File: src/rtl/stroke_pkg.sv
// Shared types for the stroke rasteriser.
// State encoding, error-term width and an abs helper.
package stroke_pkg;

  localparam int COORD_W_DEF = 10;
  localparam int ERR_W       = COORD_W_DEF + 2;

  typedef enum logic [2:0] {
    IDLE,
    SETUP,
    STEP,
    BRUSH,
    DONE
  } state_t;

  function automatic logic signed [31:0] abs_s(
    input logic signed [31:0] v
  );
    return (v < 0) ? -v : v;
  endfunction

endpackage

File: src/rtl/stroke_rasterizer_brush.sv
// Square brush offset scanner: walks (ox, oy) over the brush,
// forms the target pixel and flags off-canvas targets.
module brush_scan
  import stroke_pkg::*;
#(
  parameter int COORD_W = 10,
  parameter int MAX_X   = 639,
  parameter int MAX_Y   = 479,
  parameter int PEN_R   = 0
) (
  input  logic               clk,
  input  logic               rst,
  input  logic               i_en,
  input  logic               i_ack,
  input  logic [COORD_W-1:0] i_cx,
  input  logic [COORD_W-1:0] i_cy,
  output logic               o_hit,
  output logic [COORD_W-1:0] o_tx,
  output logic [COORD_W-1:0] o_ty,
  output logic               o_done
);

  localparam int EW = COORD_W + (ERR_W - COORD_W_DEF);
  localparam logic signed [3:0] R_LO = 4'(-PEN_R);
  localparam logic signed [3:0] R_HI = 4'(PEN_R);
  localparam logic signed [EW-1:0] LIM_X = EW'(MAX_X);
  localparam logic signed [EW-1:0] LIM_Y = EW'(MAX_Y);

  logic signed [3:0]    r_ox;
  logic signed [3:0]    r_oy;
  logic signed [EW-1:0] w_tx;
  logic signed [EW-1:0] w_ty;
  logic                 w_hit;
  logic                 w_last;
  logic                 w_adv;

  assign w_tx = $signed({2'b00, i_cx}) + EW'(r_ox);
  assign w_ty = $signed({2'b00, i_cy}) + EW'(r_oy);

  assign w_hit = !w_tx[EW-1] && (w_tx <= LIM_X)
              && !w_ty[EW-1] && (w_ty <= LIM_Y);

  assign w_last = (r_ox == R_HI) && (r_oy == R_HI);

  // Clipped targets advance unconditionally; real ones wait for the ack.
  assign w_adv = i_en && (!w_hit || i_ack);

  assign o_hit  = w_hit;
  assign o_tx   = w_tx[COORD_W-1:0];
  assign o_ty   = w_ty[COORD_W-1:0];
  assign o_done = w_adv && w_last;

  always_ff @(posedge clk) begin
    if (rst) begin
      r_ox <= R_LO;
      r_oy <= R_LO;
    end else if (w_adv) begin
      if (r_ox == R_HI) begin
        r_ox <= R_LO;
        r_oy <= w_last ? R_LO : r_oy + 4'sd1;
      end else begin
        r_ox <= r_ox + 4'sd1;
      end
    end
  end

endmodule

File: src/rtl/stroke_rasterizer.sv
// Pointer-sample line drawer: Bresenham over pen-down segments,
// square brush stamp, backpressured pixel write port.
module stroke_rasterizer
  import stroke_pkg::*;
#(
  parameter int COORD_W = 10,
  parameter int MAX_X   = 639,
  parameter int MAX_Y   = 479,
  parameter int DATA_W  = 1,
  parameter int PEN_R   = 0
) (
  input  logic               clk,
  input  logic               rst,
  input  logic               pt_valid,
  output logic               pt_ready,
  input  logic [COORD_W-1:0] pt_x,
  input  logic [COORD_W-1:0] pt_y,
  input  logic               pt_pen,
  input  logic [DATA_W-1:0]  pt_color,
  output logic               wr_valid,
  input  logic               wr_ready,
  output logic [COORD_W-1:0] wr_x,
  output logic [COORD_W-1:0] wr_y,
  output logic [DATA_W-1:0]  wr_data,
  output logic               busy,
  output logic               seg_done
);

  localparam int EW = COORD_W + (ERR_W - COORD_W_DEF);

  state_t               r_state;
  logic [COORD_W-1:0]   r_ax;
  logic [COORD_W-1:0]   r_ay;
  logic                 r_last_pen;
  logic [COORD_W-1:0]   r_x0;
  logic [COORD_W-1:0]   r_y0;
  logic [COORD_W-1:0]   r_x1;
  logic [COORD_W-1:0]   r_y1;
  logic [DATA_W-1:0]    r_col;
  logic [COORD_W-1:0]   r_cx;
  logic [COORD_W-1:0]   r_cy;
  logic signed [EW-1:0] r_dx;
  logic signed [EW-1:0] r_dy;
  logic signed [EW-1:0] r_err;
  logic                 r_sx_neg;
  logic                 r_sy_neg;

  logic signed [EW-1:0] w_ddx;
  logic signed [EW-1:0] w_ddy;
  logic signed [EW-1:0] w_adx;
  logic signed [EW-1:0] w_ady;
  logic signed [EW-1:0] w_e2;
  logic                 w_xstep;
  logic                 w_ystep;
  logic signed [EW-1:0] w_err_n;
  logic [COORD_W-1:0]   w_cx_n;
  logic [COORD_W-1:0]   w_cy_n;
  logic                 w_at_end;
  logic                 w_hit;
  logic [COORD_W-1:0]   w_tx;
  logic [COORD_W-1:0]   w_ty;
  logic                 w_bdone;
  logic                 w_same;

  assign w_ddx = $signed({2'b00, r_x1}) - $signed({2'b00, r_x0});
  assign w_ddy = $signed({2'b00, r_y1}) - $signed({2'b00, r_y0});
  assign w_adx = EW'(abs_s(32'(w_ddx)));
  assign w_ady = EW'(abs_s(32'(w_ddy)));

  // Both axis decisions look at the error term from before this step.
  assign w_e2    = r_err <<< 1;
  assign w_xstep = (w_e2 >= r_dy);
  assign w_ystep = (w_e2 <= r_dx);
  assign w_err_n = r_err + (w_xstep ? r_dy : '0)
                         + (w_ystep ? r_dx : '0);

  assign w_cx_n = !w_xstep ? r_cx
                : r_sx_neg ? r_cx - COORD_W'(1)
                :            r_cx + COORD_W'(1);
  assign w_cy_n = !w_ystep ? r_cy
                : r_sy_neg ? r_cy - COORD_W'(1)
                :            r_cy + COORD_W'(1);

  assign w_at_end = (r_cx == r_x1) && (r_cy == r_y1);
  assign w_same   = (pt_x == r_ax) && (pt_y == r_ay);

  brush_scan #(
    .COORD_W (COORD_W),
    .MAX_X   (MAX_X),
    .MAX_Y   (MAX_Y),
    .PEN_R   (PEN_R)
  ) u_brush (
    .clk    (clk),
    .rst    (rst),
    .i_en   (r_state == BRUSH),
    .i_ack  (wr_ready),
    .i_cx   (r_cx),
    .i_cy   (r_cy),
    .o_hit  (w_hit),
    .o_tx   (w_tx),
    .o_ty   (w_ty),
    .o_done (w_bdone)
  );

  assign pt_ready = (r_state == IDLE);
  assign busy     = (r_state != IDLE);
  assign seg_done = (r_state == DONE);
  assign wr_valid = (r_state == BRUSH) && w_hit;
  assign wr_x     = wr_valid ? w_tx  : '0;
  assign wr_y     = wr_valid ? w_ty  : '0;
  assign wr_data  = wr_valid ? r_col : '0;

  always_ff @(posedge clk) begin
    if (rst) begin
      r_state    <= IDLE;
      r_ax       <= '0;
      r_ay       <= '0;
      r_last_pen <= 1'b0;
      r_x0       <= '0;
      r_y0       <= '0;
      r_x1       <= '0;
      r_y1       <= '0;
      r_col      <= '0;
      r_cx       <= '0;
      r_cy       <= '0;
      r_dx       <= '0;
      r_dy       <= '0;
      r_err      <= '0;
      r_sx_neg   <= 1'b0;
      r_sy_neg   <= 1'b0;
    end else begin
      unique case (r_state)
        IDLE: begin
          if (pt_valid) begin
            r_x1  <= pt_x;
            r_y1  <= pt_y;
            r_col <= pt_color;
            if (!pt_pen) begin
              r_ax       <= pt_x;
              r_ay       <= pt_y;
              r_last_pen <= 1'b0;
            end else if (!r_last_pen) begin
              r_x0    <= pt_x;
              r_y0    <= pt_y;
              r_state <= SETUP;
            end else if (!w_same) begin
              r_x0    <= r_ax;
              r_y0    <= r_ay;
              r_state <= SETUP;
            end
          end
        end
        SETUP: begin
          r_dx     <= w_adx;
          r_dy     <= -w_ady;
          r_err    <= w_adx - w_ady;
          r_sx_neg <= (r_x1 < r_x0);
          r_sy_neg <= (r_y1 < r_y0);
          r_cx     <= r_x0;
          r_cy     <= r_y0;
          r_state  <= BRUSH;
        end
        BRUSH: begin
          if (w_bdone) begin
            r_state <= w_at_end ? DONE : STEP;
          end
        end
        STEP: begin
          r_err   <= w_err_n;
          r_cx    <= w_cx_n;
          r_cy    <= w_cy_n;
          r_state <= BRUSH;
        end
        DONE: begin
          r_ax       <= r_x1;
          r_ay       <= r_y1;
          r_last_pen <= 1'b1;
          r_state    <= IDLE;
        end
        default: r_state <= IDLE;
      endcase
    end
  end

endmodule

File: config.mk
export PLATFORM = sky130hd
export DESIGN_NAME = stroke_rasterizer
export DESIGN_NICKNAME = d
export VERILOG_FILES = /design/src/rtl/stroke_pkg.sv /design/src/rtl/stroke_rasterizer_brush.sv /design/src/rtl/stroke_rasterizer.sv
export SDC_FILE = /design/constraint.sdc
export NUM_CORES = 1
export LEC_CHECK = 0
export CORE_ASPECT_RATIO = 0.6
export CORE_UTILIZATION = 45
export CTS_BUF_LIST = sky130_fd_sc_hd__clkbuf_4 sky130_fd_sc_hd__clkbuf_8
export CTS_CLUSTER_SIZE = 40
export DETAILED_ROUTE_END_ITERATION = 10
export GPL_TIMING_DRIVEN = 0
export PLACE_DENSITY = 0.7
export SLEW_MARGIN = 30
export SYNTH_ARGS = -nofsm -noshare
export SYNTH_HDL_FRONTEND = slang
export SYNTH_HIERARCHICAL = 1
export SYNTH_SLANG_ARGS = --single-unit
File: constraint.sdc
create_clock -name clk -period 7.35 [get_ports clk]
set_input_delay 1.47 -clock clk [delete_from_list [all_inputs] [get_ports clk]]
set_output_delay 1.47 -clock clk [all_outputs]
set_load 0.05 [all_outputs]
Word-level counts from Yosys, hierarchy flattened
Index checks and enable logic that the tools add are counted.
{"block": "word_totals", "ff_bits": 131, "latch_bits": 0, "mem_bits_rw": 0, "romBits": 0, "word_cells": 121, "memories": 0}
{"block": "op_classes", "addsub": 16, "n_mul": 0, "div": 0, "magnitude_cmp": 8, "n_eq_ne": 16, "n_shift": 0, "mux": 36, "bitwise_logic": 0, "reduce_logical": 27}
{"operator": "$mux 10", "n": 14}
{"operator": "$pmux 10 s2", "n": 4}
{"operator": "$mux 12", "n": 4}
{"operator": "$eq 10x10->1", "n": 4}
{"operator": "$add 11x4->12", "n": 2}
{"operator": "$add 12x12->12", "n": 2}
{"operator": "$neg 11->12", "n": 2}
{"operator": "$pmux 12 s2", "n": 1}
{"operator": "$lt 11x1->1 const B", "n": 2}
{"operator": "$sub 10x10->11", "n": 2}
{"operator": "$add 10x1->10 const B", "n": 2}
{"operator": "$lt 10x10->1", "n": 2}
{"operator": "$sub 10x1->10 const B", "n": 2}
{"operator": "$mux 3", "n": 6}
{"operator": "$ge 12x12->1", "n": 1}
{"operator": "$le 12x10->1 const B", "n": 1}
{"operator": "$le 12x11->1 const B", "n": 1}
{"operator": "$le 12x12->1", "n": 1}
{"operator": "$ne 2x2->1 const B", "n": 6}
{"operator": "$neg 12->12", "n": 1}
{"operator": "$sub 12x12->12", "n": 1}
{"operator": "$logic_and 1x1->1", "n": 9}
{"operator": "$pmux 3 s3", "n": 1}
{"operator": "$add 4x2->4 const B", "n": 2}
{"operator": "other kinds (18)", "n": 30}

Depth between registers and ports, before layout
{"block": "depth", "word_depth": 11, "ltp_mapped": 23, "mapped_depth_nobuf": 22}

Cells and area by module
Netlist, hierarchy kept.
{"module": "stroke_rasterizer", "n_inst": 1, "cells_each": 1190, "area_per_inst_um2": 9577.9, "seq_area_each_um2": 2442.3}
{"module": "brush_scan", "n_inst": 1, "cells_each": 193, "area_per_inst_um2": 1510.2, "seq_area_each_um2": 160.2}

Least setup slack after synthesis
No wires, ideal clock.
{"block": "synth_timing", "path_type": "register to output", "start": "reg u_brush.r_oy[3]", "end": "out wr_x[0]", "arrival_time_ps": 3027, "t_required_ps": 5880, "path_slack_ps": 2853, "path_stages_with_launch": 10, "path_buffers": 1, "cell_sequence": "dfxtp_1 > ha_1 > a211oi_1 > nor2_1 > o31a_1 > or4b_1 > a21oi_1 > o2111a_2 > clkbuf_1 > and3_1"}
{"block": "synth_via", "elab_chain_len": 6, "elab_cells_between_ends": 7, "cone_classes": "add/sub: 1; order compare: 1; mux: 1; reduce/logical: 4"}
{"element": "start: declaration", "line_no": "stroke_rasterizer_brush.sv:30", "rtl": "logic signed [3:0] r_oy;"}
{"element": "start signal: assignment", "line_no": "stroke_rasterizer_brush.sv:60", "rtl": "r_oy <= w_last ? R_LO : r_oy + 4'sd1;"}
{"element": "$add 11x4->12 (*)", "line_no": "stroke_rasterizer_brush.sv:38", "rtl": "assign w_ty = $signed({2'b00, i_cy}) + EW'(r_oy);"}
{"element": "branches (longest 2 deep; another with $le 12x10->1)"}
{"element": "$logic_and 1x1->1 (*)", "line_no": "stroke_rasterizer_brush.sv:41", "rtl": "&& !w_ty[EW-1] && (w_ty <= LIM_Y);"}
{"element": "net w_hit", "line_no": "stroke_rasterizer.sv:59", "rtl": "logic w_hit;"}
{"element": "$logic_and 1x1->1 (*)", "line_no": "stroke_rasterizer.sv:108", "rtl": "assign wr_valid = (r_state == BRUSH) && w_hit;"}
{"element": "$mux 10 (*)", "line_no": "stroke_rasterizer.sv:109", "rtl": "assign wr_x = wr_valid ? w_tx : '0;"}
{"element": "end: declaration", "line_no": "stroke_rasterizer.sv:22", "rtl": "output logic [COORD_W-1:0] wr_x,"}
Mark *: on every way through the listed nets, which the timed path passes.

Worst setup path after layout
{"block": "layout_timing", "start": "reg u_brush.r_oy[3]", "end": "out wr_x[5]"}
Same word-level chain as after synthesis.

==> run summary <==
Summing all flip-flop and latch instances after layout gives 2600 sq um. Final number of hold-violating endpoints: 0. For this run, the post-layout net count is 1602. The total area inside the core boundary comes to 24200 sq um. STA puts the critical path data required time at 5880 ps. Maximum clock skew at final layout: 14.2 ps. Using the TritonRoute via totals, the vias-per-cell ratio works out to 5.99. The slew at the pin with the worst max-slew slack was 1050 ps; the die extent in x was 205 um. For the final count of negative-setup-slack endpoints, the log shows 0.

Walking the worst path, the cells encountered are ha_1 -> a211oi_1 -> nor2_1 -> o31a_1 -> or4b_1 -> a21oi_1 -> o2111a_2 -> clkbuf_1 -> and3_1 -> clkdlybuf4s50_1. The total of warnings raised by yosys was 6. The maximum clock rate came out at 160 MHz. Pre-CTS setup slack: 1690 ps. The overall overflow remaining after global route came out at 0. In the layout the commonest cells are nor2_1, dfxtp_1, a21oi_1. Counting instances, the worst hold path has a depth of 2. The number of clock buffers added by TritonCTS is 17. From synthesis to final layout, the design area changed by 11.9%. Clock root buffer: clkbuf_8.

The flip-flop cell with the highest count after synthesis is dfxtp_1. The largest driver fanout on the critical path is 14. The tools report the post-route DRC violation count as 0. The average wire per standard cell works out to 20.3 um.

The finished layout holds 1787 standard cells, fillers aside. Measured along the y axis, the die boundary spans 124 um. Critical path class: flip-flop to output pin.

The floorplan step defined a die boundary enclosing 25300 sq um. The synthesized netlist occupies a cell area of 11100 sq um. The worst setup path is captured at an output pin.

The clock period minus worst slack is 6250 ps. In the final layout, the share of cells above drive strength 1 is 4.51%. The tools report the number of buffers added to fix hold violations after cts as 0. Leaving out fill and tap cells, the most frequent cell in the layout is nor2_1. For the initial antenna violation count, the log shows 0. In the final timing run, aggregate negative setup slack is 0 ps. Fill cells in the final layout number 2277. The number of input and output port buffers inserted is 50. The final antenna-violating net count is 0. Sequential cells were found to cover 23.5% of the synthesized design area. For the worst flop-to-flop path, the logic depth is 20.

The first detailed-routing pass ran for 5 iterations. Once detailed placement completed, the half-perimeter wirelength came to 28800 um. Entering global routing, the biggest net connects 17 pins.

The longest clock path from root to sink contains 2 buffers. The tools report the worst hold endpoint as r_dx[2]. The via total after detailed routing came out at 10700. Counting every net in the synthesized netlist gives 1533.

The tightest hold margin came out at 466 ps. The delay of the slowest cell on the worst path is 800 ps, and the async set or reset register ratio after synthesis is 0%. STA classifies the critical path startpoint as a flip-flop.

The tools report the number of placed cells counting well taps as 1755. Setup repair after global routing left no endpoint under its margin. A synthesized cell averages 8.02 sq um.

0 antenna diodes ended up in the layout. The first global-routing pass estimated 54900 um of wire. For this block, the initial DRC count from the detailed router was 1199. The effective utilization at floorplan is 45.9%. The number of synthesized register bits was 130. For this design the ratio of total power to cell area is 349 nW/um^2.

The H-tree was split into 4 levels. The synthesized design contains 0 enable-type register cells. The smallest setup slack after layout is 1100 ps, and the clock-pin slew on the worst setup and hold paths is 80 ps. Number of pins with negative max-slew slack in the final report: 0.

Peak supply drop: 0.000216 V. Post-CTS repair changed the size of 0 cells. The master of the slowest instance on the critical path is clkdlybuf4s50_1. The final critical path takes up 85.1% of the cycle.

The logs give 51 for the number of top-level pins and 1670 ps for the register-to-register setup slack. TritonCTS built the clock tree. The endpoint identified for the worst register-to-register timing path is r_err[9].

The cell count after synthesis came out at 1383. The run gives 9593 as the number of global-route vias before repair. Global routing used 28.8% of the available tracks. Buffers added to address setup during post-CTS repair amount to 0.

The worst hold path belongs to the class flip-flop to flip-flop. In this run the most critical hold path is launched from r_dx[2]. The global placement routability congestion came out at 1.01. The leakage power total came out at 0.00499 uW. The detailed-route wire length is 36200 um. The startpoint identified for the worst register-to-register timing path is r_err[7].

The floorplan has 44 rows. Across the run, the number of max-cap violations was 0. Clock latency on the worst-skew pair, taken at its later pin, is 480 ps. Clock sink count: 130. The design draws 4330 uW. Arrival time at the worst endpoint: 4780 ps.

The flow ran to the end, and the final reports show no timing, DRC or antenna violations. Measured against its own limit, the worst slew margin works out to 29.8%. In this run, distinct cell masters in the synthesized netlist total 81. The multi-input gate area in the final layout was 7890 sq um.
-- report_power, final --
group,leakage (uW),switching [uW],total (uW),internal (uW)
registers,0.00107,160,979,819
clock network,0.000204,320,672,352
logic,0.00372,1620,2680,1050
-- Yosys cell counts, types with 5 or more instances --
cell type | n | area, sq um
a21oi_1 | 121 | 606
ha_1 | 106 | 1330
a31oi_1 | 9 | 56.3
o21ai_0 | 42 | 210
a311oi_1 | 24 | 210
a21o_1 | 28 | 210
nor4_1 | 7 | 43.8
inv_1 | 94 | 353
clkbuf_1 | 59 | 221
nor2_1 | 137 | 514
nand2b_1 | 21 | 131
dfxtp_1 | 130 | 2600
nand2_1 | 106 | 398
xor2_1 | 38 | 333
nand3_1 | 19 | 95.1
and2_1 | 15 | 93.8
a211oi_1 | 55 | 413
nor3_1 | 37 | 185
nand4_1 | 12 | 75.1
fa_1 | 18 | 360
and3_1 | 26 | 163
mux2i_1 | 50 | 500
o21a_1 | 11 | 82.6
a21boi_0 | 5 | 37.5
o211ai_1 | 6 | 45.0
nor2b_1 | 19 | 119
xnor2_1 | 78 | 683
a2111oi_0 | 6 | 52.6
-- cells by family after synthesis --
group	Yosys count	synth area share (%)
compound gates	366	22.3
xor+xnor	117	9.31
fa+ha+maj	124	15.2
buf+inv	156	5.35
flops	130	23.5
mux	58	5.39
simple gates	432	19.0
-- sequential cells by signal (all words and copies together) (netlist names) --
name and count:
r_ay 10, r_cx 10, r_col 1, r_y0 10, r_dx 12, r_x1 10
r_state 3, r_ax 10, r_dy 12, u_brush/r_oy 4, r_y1 10, r_x0 10
r_sx_neg 1, u_brush/r_ox 4, r_err 11, r_sy_neg 1, r_cy 10, r_last_pen 1
-- final cells by class --
| type | count | share of cell area [%] |
|---|---|---|
| inverters | 94 | 2.84 |
| plain buffers | 62 | 1.94 |
| well taps | 322 | 3.25 |
| clock buffers | 19 | 2.11 |
| clock inverters | 13 | 1.27 |
| multi-input cells | 1097 | 63.6 |
| flip-flops and latches | 130 | 21.0 |
| repair buffers | 50 | 4.03 |
-- metal layers --
metal / wire (um) / global-route usage, % / up-vias
li1: - / - / 5090
met1: 17800 / 45.6 / 5041
met2: 13100 / 36.0 / 525
met3: 4790 / 9.29 / 47
met4: 549 / 6.20 / 0
met5: 0 / 0 / -
-- worst max-delay path: cells and delay by family, from the launching register on --
| kind | cells | cell delay, ps |
|---|---|---|
| flops | 1 | 620 |
| compound gates | 4 | 1300 |
| fa+ha+maj | 1 | 390 |
| simple gates | 3 | 830 |
| buf+inv | 2 | 1160 |
-- per-stage QoR --
stage                     util [%]  instance area [sq um]
after CTS                     51.4                  12400
after global routing          51.4                  12400
final                         51.4                  12400
after detailed placement      49.6                  12000
after global placement        49.6                  12000
after floorplan                  -                  11100
-- worst max path at each step --
stage                               start  endpoint  slack [ps]  cells after the start
after CTS                 u_brush/r_oy[3]   wr_x[5]        1170                     10
after detailed placement  u_brush/r_oy[3]   wr_x[5]        1690                     10
after global placement    u_brush/r_oy[3]   wr_x[6]        1720                     10
after global routing      u_brush/r_oy[3]   wr_y[4]         810                     10
after floorplan           u_brush/r_oy[3]   wr_x[0]        2850                      9
final                     u_brush/r_oy[3]   wr_x[5]        1100                     10
No activity file was read; power rests on OpenSTA's default activity.
